File: config.mk
export PLATFORM = sky130hd
export DESIGN_NAME = sync_fifo_param
export DESIGN_NICKNAME = d
export VERILOG_FILES = /design/src/rtl/sync_fifo_param.sv
export SDC_FILE = /design/constraint.sdc
export NUM_CORES = 1
export LEC_CHECK = 0
export CORE_AREA = 2 2 258 260
export CTS_BUF_LIST = sky130_fd_sc_hd__clkbuf_4
export DETAILED_ROUTE_END_ITERATION = 10
export DIE_AREA = 0 0 260 262
export PLACE_DENSITY_LB_ADDON = 0.25
export SYNTH_ARGS = -nofsm -noshare
export SYNTH_HDL_FRONTEND = slang
export SYNTH_SLANG_ARGS = --single-unit
File: constraint.sdc
create_clock -name clk -period 5.23 [get_ports clk]
set_input_delay 0.523 -clock clk [delete_from_list [all_inputs] [get_ports clk]]
set_output_delay 0.523 -clock clk [all_outputs]
set_load 0.02 [all_outputs]
File: src/rtl/sync_fifo_param.sv
// Parameterised single-clock FIFO with registered status flags, sticky
// error flags and selectable registered or first-word-fall-through read.
module sync_fifo_param #(
  parameter int DW        = 140,
  parameter int DEPTH     = 4,
  parameter int AF_THRESH = DEPTH - 1,
  parameter int AE_THRESH = 1,
  parameter int FWFT      = 0
) (
  input  logic                       clk,
  input  logic                       rst,
  input  logic                       fifo_w_enable,
  input  logic [DW-1:0]              data_to_fifo,
  input  logic                       fifo_r_enable,
  output logic [DW-1:0]              data_from_fifo,
  output logic                       fifo_full,
  output logic                       fifo_empty,
  output logic [$clog2(DEPTH+1)-1:0] fifo_level,
  output logic                       fifo_almost_full,
  output logic                       fifo_almost_empty,
  output logic                       fifo_overflow,
  output logic                       fifo_underflow,
  input  logic                       err_clear
);

  localparam int AW = $clog2(DEPTH);
  localparam int LW = $clog2(DEPTH + 1);
  localparam logic [LW-1:0] FULL_L = LW'(DEPTH);
  localparam logic [LW-1:0] AF_L   = LW'(AF_THRESH);
  localparam logic [LW-1:0] AE_L   = LW'(AE_THRESH);

  logic [DW-1:0] mem_q [DEPTH];

  logic [AW-1:0] wr_ptr_q, wr_ptr_d;
  logic [AW-1:0] rd_ptr_q, rd_ptr_d;
  logic [LW-1:0] level_q, level_d;
  logic          full_q, full_d;
  logic          empty_q, empty_d;
  logic          af_q, af_d;
  logic          ae_q, ae_d;
  logic          ovf_q, ovf_d;
  logic          unf_q, unf_d;
  logic [DW-1:0] rdata_q, rdata_d;

  logic wr_acc;
  logic rd_acc;

  // Acceptance looks only at pre-edge flags, so full+both favours the read.
  assign wr_acc = fifo_w_enable & ~full_q;
  assign rd_acc = fifo_r_enable & ~empty_q;

  always_comb begin
    wr_ptr_d = wr_ptr_q;
    rd_ptr_d = rd_ptr_q;
    level_d  = level_q;
    rdata_d  = rdata_q;
    if (wr_acc) wr_ptr_d = wr_ptr_q + AW'(1);
    if (rd_acc) begin
      rd_ptr_d = rd_ptr_q + AW'(1);
      rdata_d  = mem_q[rd_ptr_q];
    end
    unique case ({wr_acc, rd_acc})
      2'b10:   level_d = level_q + LW'(1);
      2'b01:   level_d = level_q - LW'(1);
      default: level_d = level_q;
    endcase
    full_d  = (level_d == FULL_L);
    empty_d = (level_d == '0);
    af_d    = (level_d >= AF_L);
    ae_d    = (level_d <= AE_L);
    // A fresh event outranks a simultaneous clear.
    ovf_d = (ovf_q & ~err_clear) | (fifo_w_enable & full_q);
    unf_d = (unf_q & ~err_clear) | (fifo_r_enable & empty_q);
  end

  always_ff @(posedge clk or posedge rst) begin
    if (rst) begin
      wr_ptr_q <= '0;
      rd_ptr_q <= '0;
      level_q  <= '0;
      full_q   <= 1'b0;
      empty_q  <= 1'b1;
      af_q     <= 1'b0;
      ae_q     <= 1'b1;
      ovf_q    <= 1'b0;
      unf_q    <= 1'b0;
      rdata_q  <= '0;
    end else begin
      wr_ptr_q <= wr_ptr_d;
      rd_ptr_q <= rd_ptr_d;
      level_q  <= level_d;
      full_q   <= full_d;
      empty_q  <= empty_d;
      af_q     <= af_d;
      ae_q     <= ae_d;
      ovf_q    <= ovf_d;
      unf_q    <= unf_d;
      rdata_q  <= rdata_d;
    end
  end

  always_ff @(posedge clk) begin
    if (wr_acc) mem_q[wr_ptr_q] <= data_to_fifo;
  end

  assign data_from_fifo    = (FWFT != 0) ? mem_q[rd_ptr_q] : rdata_q;
  assign fifo_full         = full_q;
  assign fifo_empty        = empty_q;
  assign fifo_level        = level_q;
  assign fifo_almost_full  = af_q;
  assign fifo_almost_empty = ae_q;
  assign fifo_overflow     = ovf_q;
  assign fifo_underflow    = unf_q;

endmodule
# Word-level counts from Yosys, hierarchy flattened

Memory sizes are Yosys's and may differ from the RTL's. A register that Yosys moved wholly into a read port is not among the register bits.
Index checks and enable logic that the tools add are counted.

Register bits: 13
Memory bits (writable): 560
Input port bits: 145
Output and inout bits: 149
Memories kept: 1

$add $sub $neg: 4
$lt $le $gt $ge: 2
Equal/unequal tests: 3
Muxes and demuxes: 3
Bitwise operators: 11
Reduce and logical (&&, ||, !) cells: 1

Memories:

| memory | depth | bits a word | read ports | clocked after Yosys merged registers in | wr ports | RTL line | source |
|---|---|---|---|---|---|---|---|
| mem_q  | 4     | 140         | 1          | 1                                       | 1        | 32       | `logic [DW-1:0] mem_q [DEPTH];` |

Operator list:

| cell                  | count |
|---|---|
| $and A1 B1 Y1         | 6 |
| $pmux W3 S2           | 1 |
| $add A2 B1 Y2 const B | 2 |
| $add A3 B1 Y3 const B | 1 |
| $eq A3 B3 Y1 const B  | 1 |
| $ge A3 B2 Y1 const B  | 1 |
| $le A3 B1 Y1 const B  | 1 |
| $logic_not A3 Y1      | 1 |
| $not A1 Y1            | 3 |
| $sub A3 B1 Y3 const B | 1 |
| $eq A2 B1 Y1 const B  | 1 |
| $eq A2 B2 Y1 const B  | 1 |
| $mux W1               | 2 |
| $or A1 B1 Y1          | 2 |

# Logic depth before layout (Yosys ltp)

Gate-level depths: netlist of run 1.

Word-level depth: 5
Depth in mapped cells: 8
Depth with buffers taken out: 7

# Worst setup path after synthesis of run 1

Ideal clock, no wire load.

Kind: in2reg
Start: input port fifo_w_enable
End: memory mem_q[0][0] (enable)
Data arrival time: 4.106 ns
Path slack: 0.608 ns
Cell stages on the path: 3
Cells stage by stage: nor2b_1 > clkbuf_1 > and2_1

Cells in the longest elaborated chain, start to end: 3

RTL lines:

| what                          | RTL line | source |
|---|---|---|
| start, declared               | 12       | `input logic fifo_w_enable,` |
| $and A1 B1 Y1                 | 49       | `assign wr_acc = fifo_w_enable & ~full_q;` |
| $mux W1                       | 103      | `if (wr_acc) mem_q[wr_ptr_q] <= data_to_fifo;` |
| $mux W1 (not written as such) | 103      |  |
| end, declared                 | 32       |  |

No other way between the ends.

# Worst setup path after layout of run 1

Start: register empty_q (netlist: fifo_empty)
End: output port fifo_empty

RTL lines:

| what                   | RTL line | source |
|---|---|---|
| start, declared        | 38       | `logic empty_q, empty_d;` |
| start signal, assigned | 93       | `empty_q <= empty_d;` |
| end, declared          | 17       | `output logic fifo_empty,` |

No word-level cell between the ends.

==> results of run 1 <==
==> cells by family after synthesis <==
| logic type | share of synthesized area [%] |
|---|---|
| adders and majority gates | 0.311 |
| muxes | 10.6 |
| DFF | 77.8 |
| AOI/OAI and AO/OA | 6.92 |
| xor gates and xnor gates | 0.165 |
| and+or+nand+nor | 2.38 |
| buffers and inverters | 1.84 |
==> Yosys cell counts, types with 2 or more instances <==
library cell | instances | area share [%]
dfrtp_1 | 151 | 14
edfxtp_1 | 560 | 63
inv_1 | 6 | 0.085
and2_1 | 4 | 0.094
ha_1 | 5 | 0.24
nand2_1 | 145 | 2.1
xnor2_1 | 5 | 0.16
clkbuf_1 | 18 | 0.25
buf_4 | 2 | 0.057
o221ai_1 | 50 | 1.6
buf_2 | 46 | 0.87
nor3_1 | 3 | 0.057
o21ai_0 | 3 | 0.057
dfstp_2 | 2 | 0.20
buf_6 | 13 | 0.55
o221ai_2 | 90 | 5.1
nand2b_1 | 2 | 0.047
mux2i_1 | 280 | 11
==> worst min-delay path by stage <==
stage	startpoint	to	slack, ns	cells past startpoint
final	err_clear	fifo_overflow	0.18	2
after global routing	data_to_fifo[39]	mem_q[3][39]	0.08	1
after CTS	err_clear	fifo_overflow	0.01	2
after detailed placement	data_from_fifo[53]	data_from_fifo[53]	0.47	2
after global placement	data_from_fifo[26]	data_from_fifo[26]	0.47	2
after floorplan	rd_ptr_q[0]	rd_ptr_q[0]	0.51	2
==> per-layer routing <==
metal  GRT usage [%]  part of all wire, %  vias up  routed length [um]
met5               0                 0.20        -                 119
met4            6.35                  1.6       18                 963
met3            7.15                  8.1       93                4840
met2            28.8                   49      399               29300
met1            21.1                   41     7166               24300
li1                -                    -     6511                   -
==> sequential cells by signal, indices dropped and copies added, names as in the netlist <==
register,flops
fifo_almost_empty,1
fifo_full,1
mem_q,560
fifo_overflow,1
fifo_level,3
data_from_fifo,140
fifo_underflow,1
rd_ptr_q,2
wr_ptr_q,2
fifo_almost_full,1
fifo_empty,1
==> timing repair <==
action	4_1_cts	5_1_grt
hold buffers	1	0
gates resized for setup	0	0
hold endpoints to repair	10	0
==> stage by stage <==
| stage | util [%] | hold slack [ns] | std cells | total power [mW] |
|---|---|---|---|---|
| floorplan | - | 0.514 | 1397 | 11.9 |
| global placement | 46.7 | 0.470 | 2500 | 14.1 |
| detailed placement | 46.7 | 0.470 | 2500 | 14.2 |
| CTS | 50.6 | 0.0127 | 2842 | 19.3 |
| global route | 50.6 | 0.0810 | 2844 | 20.0 |
| finish | 50.6 | 0.176 | 2844 | 19.0 |
==> area by class of cell <==
class / count / area [um2] / area share, %
Timing Repair Buffer: 319 / 3260 / 9.86
Tap cell: 864 / 1080 / 3.28
Clock inverter: 34 / 235 / 0.713
Multi-Input combinational cell: 598 / 5440 / 16.5
Sequential cell: 713 / 20700 / 62.6
Antenna cell: 2 / 5.00 / 0.0152
Inverter: 7 / 33.8 / 0.102
Clock buffer: 307 / 2300 / 6.98
==> where the power goes <==
part	leakage (nW)	switching, mW	internal (mW)	total (mW)
logic	3.71	3.30	2.46	5.77
clock network	1.52	2.19	2.78	4.97
registers	7.01	0.643	7.60	8.25
total	12.2	6.13	12.9	19.0
==> summary.txt, run 1 <==
Layout
  – Most frequent cells in the layout: edfxtp_1, clkbuf_4, clkdlybuf4s50_1, mux2i_1, dfrtp_1
  – Most common cell after layout, fill and taps aside: edfxtp_1
  – Share of post-route cells with drive strength above 1: 22.7%
  – Final Instance Area: 33000 um2
  – Area Growth Syn to Fin: 24.4%
  – Fillcell total: 5472
  – Total Nets Final: 1974

Worst setup path
  – CP required: 4.71 ns
  – Worst Path Max Fanout: 3
  – Reg2reg end: fifo_level[2]
  – Reg-to-Reg Start: fifo_empty
  – Worst path bufs/invs: 1
  – WS Path Type: register to primary output
  – Slowest cell on crit path: clkdlybuf4s50_1
  – Critical path origin: fifo_empty
  – Delay-heaviest family, CP: buffers and inverters
  – End of the critical path: fifo_empty
  – CP Launch Type: register
  – Worst EP arrival: 2.11 ns
  – Cells along the critical path: clkdlybuf4s50_1
  – Nature of the critical path endpoint: primary output
  – Crit. path cell count: 1
  – Peak per-stage delay on the critical path: 0.61 ns
  – Reg2reg setup slack: 2.62 ns
  – R2R depth: 7

Placement
  – Post-DP HPWL: 32.7 mm
  – RePlAce Congestion: 0.714
  – Port buffer count: 293
  – Placed cell areas: 30500 um2
  – Worst slack, placed: 2.14 ns

Job
  – MaxCap Viol Count: 0

Global routing
  – GRT overflow: 0
  – Initial antenna violation count: 12
  – Vias in the first global route: 15200
  – Tot GR Track Use: 17.6%
  – Largest net degree at the start of global routing: 101
  – Global-route wire length before repair: 89.3 mm

Synthesis
  – Distinct cells, synth: 30
  – Register area share after synthesis: 77.8%
  – Gate Count Post-Synth: 1397
  – Seq cells post-synth: 713
  – Mapped Area: 26500 um2
  – Mean post-synth cell area: 19.0 um2
  – Post-synth top flop: edfxtp_1
  – Synth Net Count: 1548
  – Number of flops mapped to enable cells by yosys: 560
  – YS warnings: 0
  – Fraction of registers with async set/reset: 21.5%

STA
  – Post-route clock period utilization: 50.3%
  – Final Hold Viols: 0
  – Max-slew headroom: 29.5%
  – Fmax: 380 MHz
  – Post-route setup slack: 2.60 ns
  – Clock Skews: 0.0408 ns
  – Unrepaired setup endpoints after global routing: false
  – Max-slew violations: 0
  – # setup viols final: 0
  – Total Neg Setup Slack: 0 ns
  – Slew @ Worst Pin: 1.06 ns
  – Crit path time final: 2.63 ns

Die
  – Core area: 65300 um2
  – Initial Util: 40.7%
  – Cell Rows: 94
  – Full die area: 68100 um2
  – I/O pins: 294
  – Die width: 260 um
  – Die height: 262 um

Clock tree
  – Post-CTS Setup Inserts: 0
  – CTS Sinks: 713
  – Clock root buffer: clkbuf_4
  – CTS Buf Count: 184
  – CTS clk-pin slew, worst paths: 0.06 ns
  – Max H-tree Level: 4
  – Clk buf depth: 3
  – Clock latency on the worst-skew pair: 0.97 ns
  – TritonCTS clock tree: yes

Power and ir drop
  – Worst vdd ir: 357 uV
  – Leakage: 12.2 nW
  – Power Dens Cells: 575 nW/um2

Route
  – DRT iter0 DRCs: 765
  – WL/cell: 20.9 um
  – Drt via density: 4.99
  – Pre-Repair DR Iteration Count: 5
  – DRT antenna net count: 0
  – DRC: 0
  – Final WL: 59.5 mm
  – Vias post-DR: 14200

Status
  – Status: finished, final reports clean

Min path
  – Hold Crit Class: input pin to register
Power figures use the tool's default switching activity.
==> inputs of run 2 (changes only) <==
clock period = 2.6 ns   (was 5.23 ns; I/O delays follow)
==> run 2 against run 1 <==
  * Non-clock buffer count grew 181
  * Largest power group unchanged
  * Design area grew 5.5%
  * Worst hold slack gained 0.11 ns
  * Critical endpoint is now fifo_almost_empty
==> summary.txt, run 2 (synthesized netlist as in run 1, its figures left out) <==
Clock tree
  – Clk buf depth: 3 (unchanged)
  – Clock root buffer: clkbuf_4
  – CTS Sinks: 713 (unchanged)
  – Max H-tree Level: 4 (unchanged)
  – CTS clk-pin slew, worst paths: 0.06 ns (about the same)
  – CTS Buf Count: 179 (-2.7%)
  – TritonCTS clock tree: yes
  – Clock latency on the worst-skew pair: 0.95 ns (-0.02 ns)
  – Post-CTS Setup Inserts: 0 (unchanged)

Placement
  – Placed cell areas: 31100 um2 (+2.0%)
  – Post-DP HPWL: 34.7 mm (+6.1%)
  – Worst slack, placed: 0.138 ns (-2.00 ns)
  – RePlAce Congestion: 0.758 (+6.1%)
  – Port buffer count: 293 (unchanged)

Die
  – Cell Rows: 94 (unchanged)
  – Initial Util: 40.7% (unchanged)
  – Die height: 262 um (unchanged)
  – I/O pins: 294 (unchanged)
  – Full die area: 68100 um2 (unchanged)
  – Die width: 260 um (unchanged)
  – Core area: 65300 um2 (unchanged)

Route
  – Drt via density: 4.96 (-0.58%)
  – Final WL: 60.6 mm (+1.8%)
  – Vias post-DR: 14900 (+5.2%)
  – DRT antenna net count: 0 (unchanged)
  – WL/cell: 20.1 um (-3.7%)
  – DRT iter0 DRCs: 801 (+4.7%)
  – DRC: 0 (unchanged)
  – Pre-Repair DR Iteration Count: 5 (unchanged)

Layout
  – Total Nets Final: 2150 (+8.9%)
  – FF+latch area: 20700 um2 (unchanged)
  – Fillcell total: 5330 (-2.6%)
  – Multi-input logic area: 5440 um2 (unchanged)
  – Final Util: 53.3% (+2.8 points)
  – Most frequent cells in the layout: edfxtp_1, clkdlybuf4s50_1, mux2i_1, clkbuf_4, dfrtp_1
  – Area Growth Syn to Fin: 31.1%
  – Most common cell after layout, fill and taps aside: edfxtp_1
  – Biggest register: mem_q
  – Share of post-route cells with drive strength above 1: 20.9% (-1.8 points)
  – Final Instance Area: 34800 um2 (+5.5%)
  – Max FFs per register: 560 (unchanged)

STA
  – Slew @ Worst Pin: 0.872 ns (-0.185 ns)
  – Max-slew violations: 0 (unchanged)
  – Fmax: 433 MHz
  – Post-route clock period utilization: 88.9%
  – Worst hold slack: 0.287 ns (+0.110 ns)
  – Clock Skews: 0.0495 ns (+0.00871 ns)
  – Crit path time final: 2.31 ns
  – Final Hold Viols: 0 (unchanged)
  – # setup viols final: 0 (unchanged)
  – Max-slew headroom: 41.9% (+12 points)
  – Unrepaired setup endpoints after global routing: false
  – Post-route setup slack: 0.288 ns (-2.31 ns)

Worst setup path
  – CP required: 2.34 ns (-2.37 ns)
  – R2R depth: 7 (unchanged)
  – Crit. path cell count: 1 (unchanged)
  – WS Path Type: register to primary output
  – Peak per-stage delay on the critical path: 0.61 ns (about the same)
  – Worst EP arrival: 2.05 ns (-0.06 ns)
  – Delay-heaviest family, CP: buffers and inverters
  – Cells along the critical path: clkdlybuf4s50_1
  – Worst path bufs/invs: 1 (unchanged)
  – CP Launch Type: register
  – Worst Path Max Fanout: 1 (-2)
  – Nature of the critical path endpoint: primary output
  – Slowest cell on crit path: clkdlybuf4s50_1

Global routing
  – Largest net degree at the start of global routing: 142 (+41%)
  – Initial antenna violation count: 5 (-7)
  – Tot GR Track Use: 18.0% (+0.33 points)
  – Global-route wire length before repair: 91.9 mm (+3.0%)
  – Vias in the first global route: 16000 (+4.8%)
  – GRT overflow: 0 (unchanged)

Power and ir drop
  – Power Dens Cells: 1100 nW/um2 (+91%)
  – Worst vdd ir: 643 uV (+80%)
  – Leakage: 13.0 nW (+5.9%)

Job
  – MaxCap Viol Count: 0 (unchanged)

Status
  – Status: finished, final reports clean

Min path
  – Hold Crit Class: input pin to asynchronous set/reset pin
-- run 2: cell types whose count changed in the layout (fill, tap and decap cells not counted) --
| cell | change |
|---|---|
| diode_2 | +2 |
| clkinvlp_4 | +2 |
| clkinv_4 | -2 |
| inv_6 | -1 |
| dlygate4sd3_1 | +143 |
| bufinv_16 | -1 |
| clkbuf_4 | -38 |
| inv_2 | +1 |
| buf_12 | +26 |
| clkinv_1 | +21 |
| buf_4 | +12 |
-- run 2: tightest hold or removal path: stages --
cell and delay (ns):
dlygate4sd3_1 0.54, clkdlybuf4s50_1 0.46, clkinvlp_4 0.12, buf_12 0.20
-- run 2: per-stage QoR --
stage                     cells  TNS (ns)  total power, mW
final                      3009         0             38.3
after floorplan            1397   -228.46             23.9
after CTS                  3005         0             38.9
after global routing       3009         0             40.4
after global placement     2538         0             29.0
after detailed placement   2538         0             29.2
-- run 2: final timing paths --
kind                              startpoint                 end  slack [ns]
max                        fifo_almost_empty   fifo_almost_empty        0.29
min                                      rst  data_from_fifo[13]        0.29
max reg2reg                       fifo_empty       fifo_level[2]        0.41
min reg2reg                data_from_fifo[0]   data_from_fifo[0]        0.49
max in group asynchronous                rst          fifo_empty        1.65
min in group clk               fifo_r_enable  data_from_fifo[49]        0.39
-- run 2: power by group --
part	switching [mW]	total [mW]	leakage, nW	internal [mW]
registers	1.17	16.5	7.01	15.3
clock network	4.36	9.28	1.36	4.92
logic	6.97	12.5	4.60	5.55
-- run 2: layer usage --
metal	global-route usage (%)	wire, um
met1	22.8	26000
met2	29.3	29700
met3	5.13	3680
met4	7.02	1230
met5	0	11
-- run 2: repair_timing --
action	CTS	global route
endpoints found under the hold margin	713	0
hold buffers	144	0
resized for setup	0	0
-- run 2: cell type report --
type	count	share of cell area [%]
clock inverter	54	0.798
multi-input combinational	598	15.6
timing repair buffer	500	15.2
tap	864	3.11
sequential	713	59.3
clock buffer	269	5.80
inverter	7	0.0935
antenna	4	0.0288
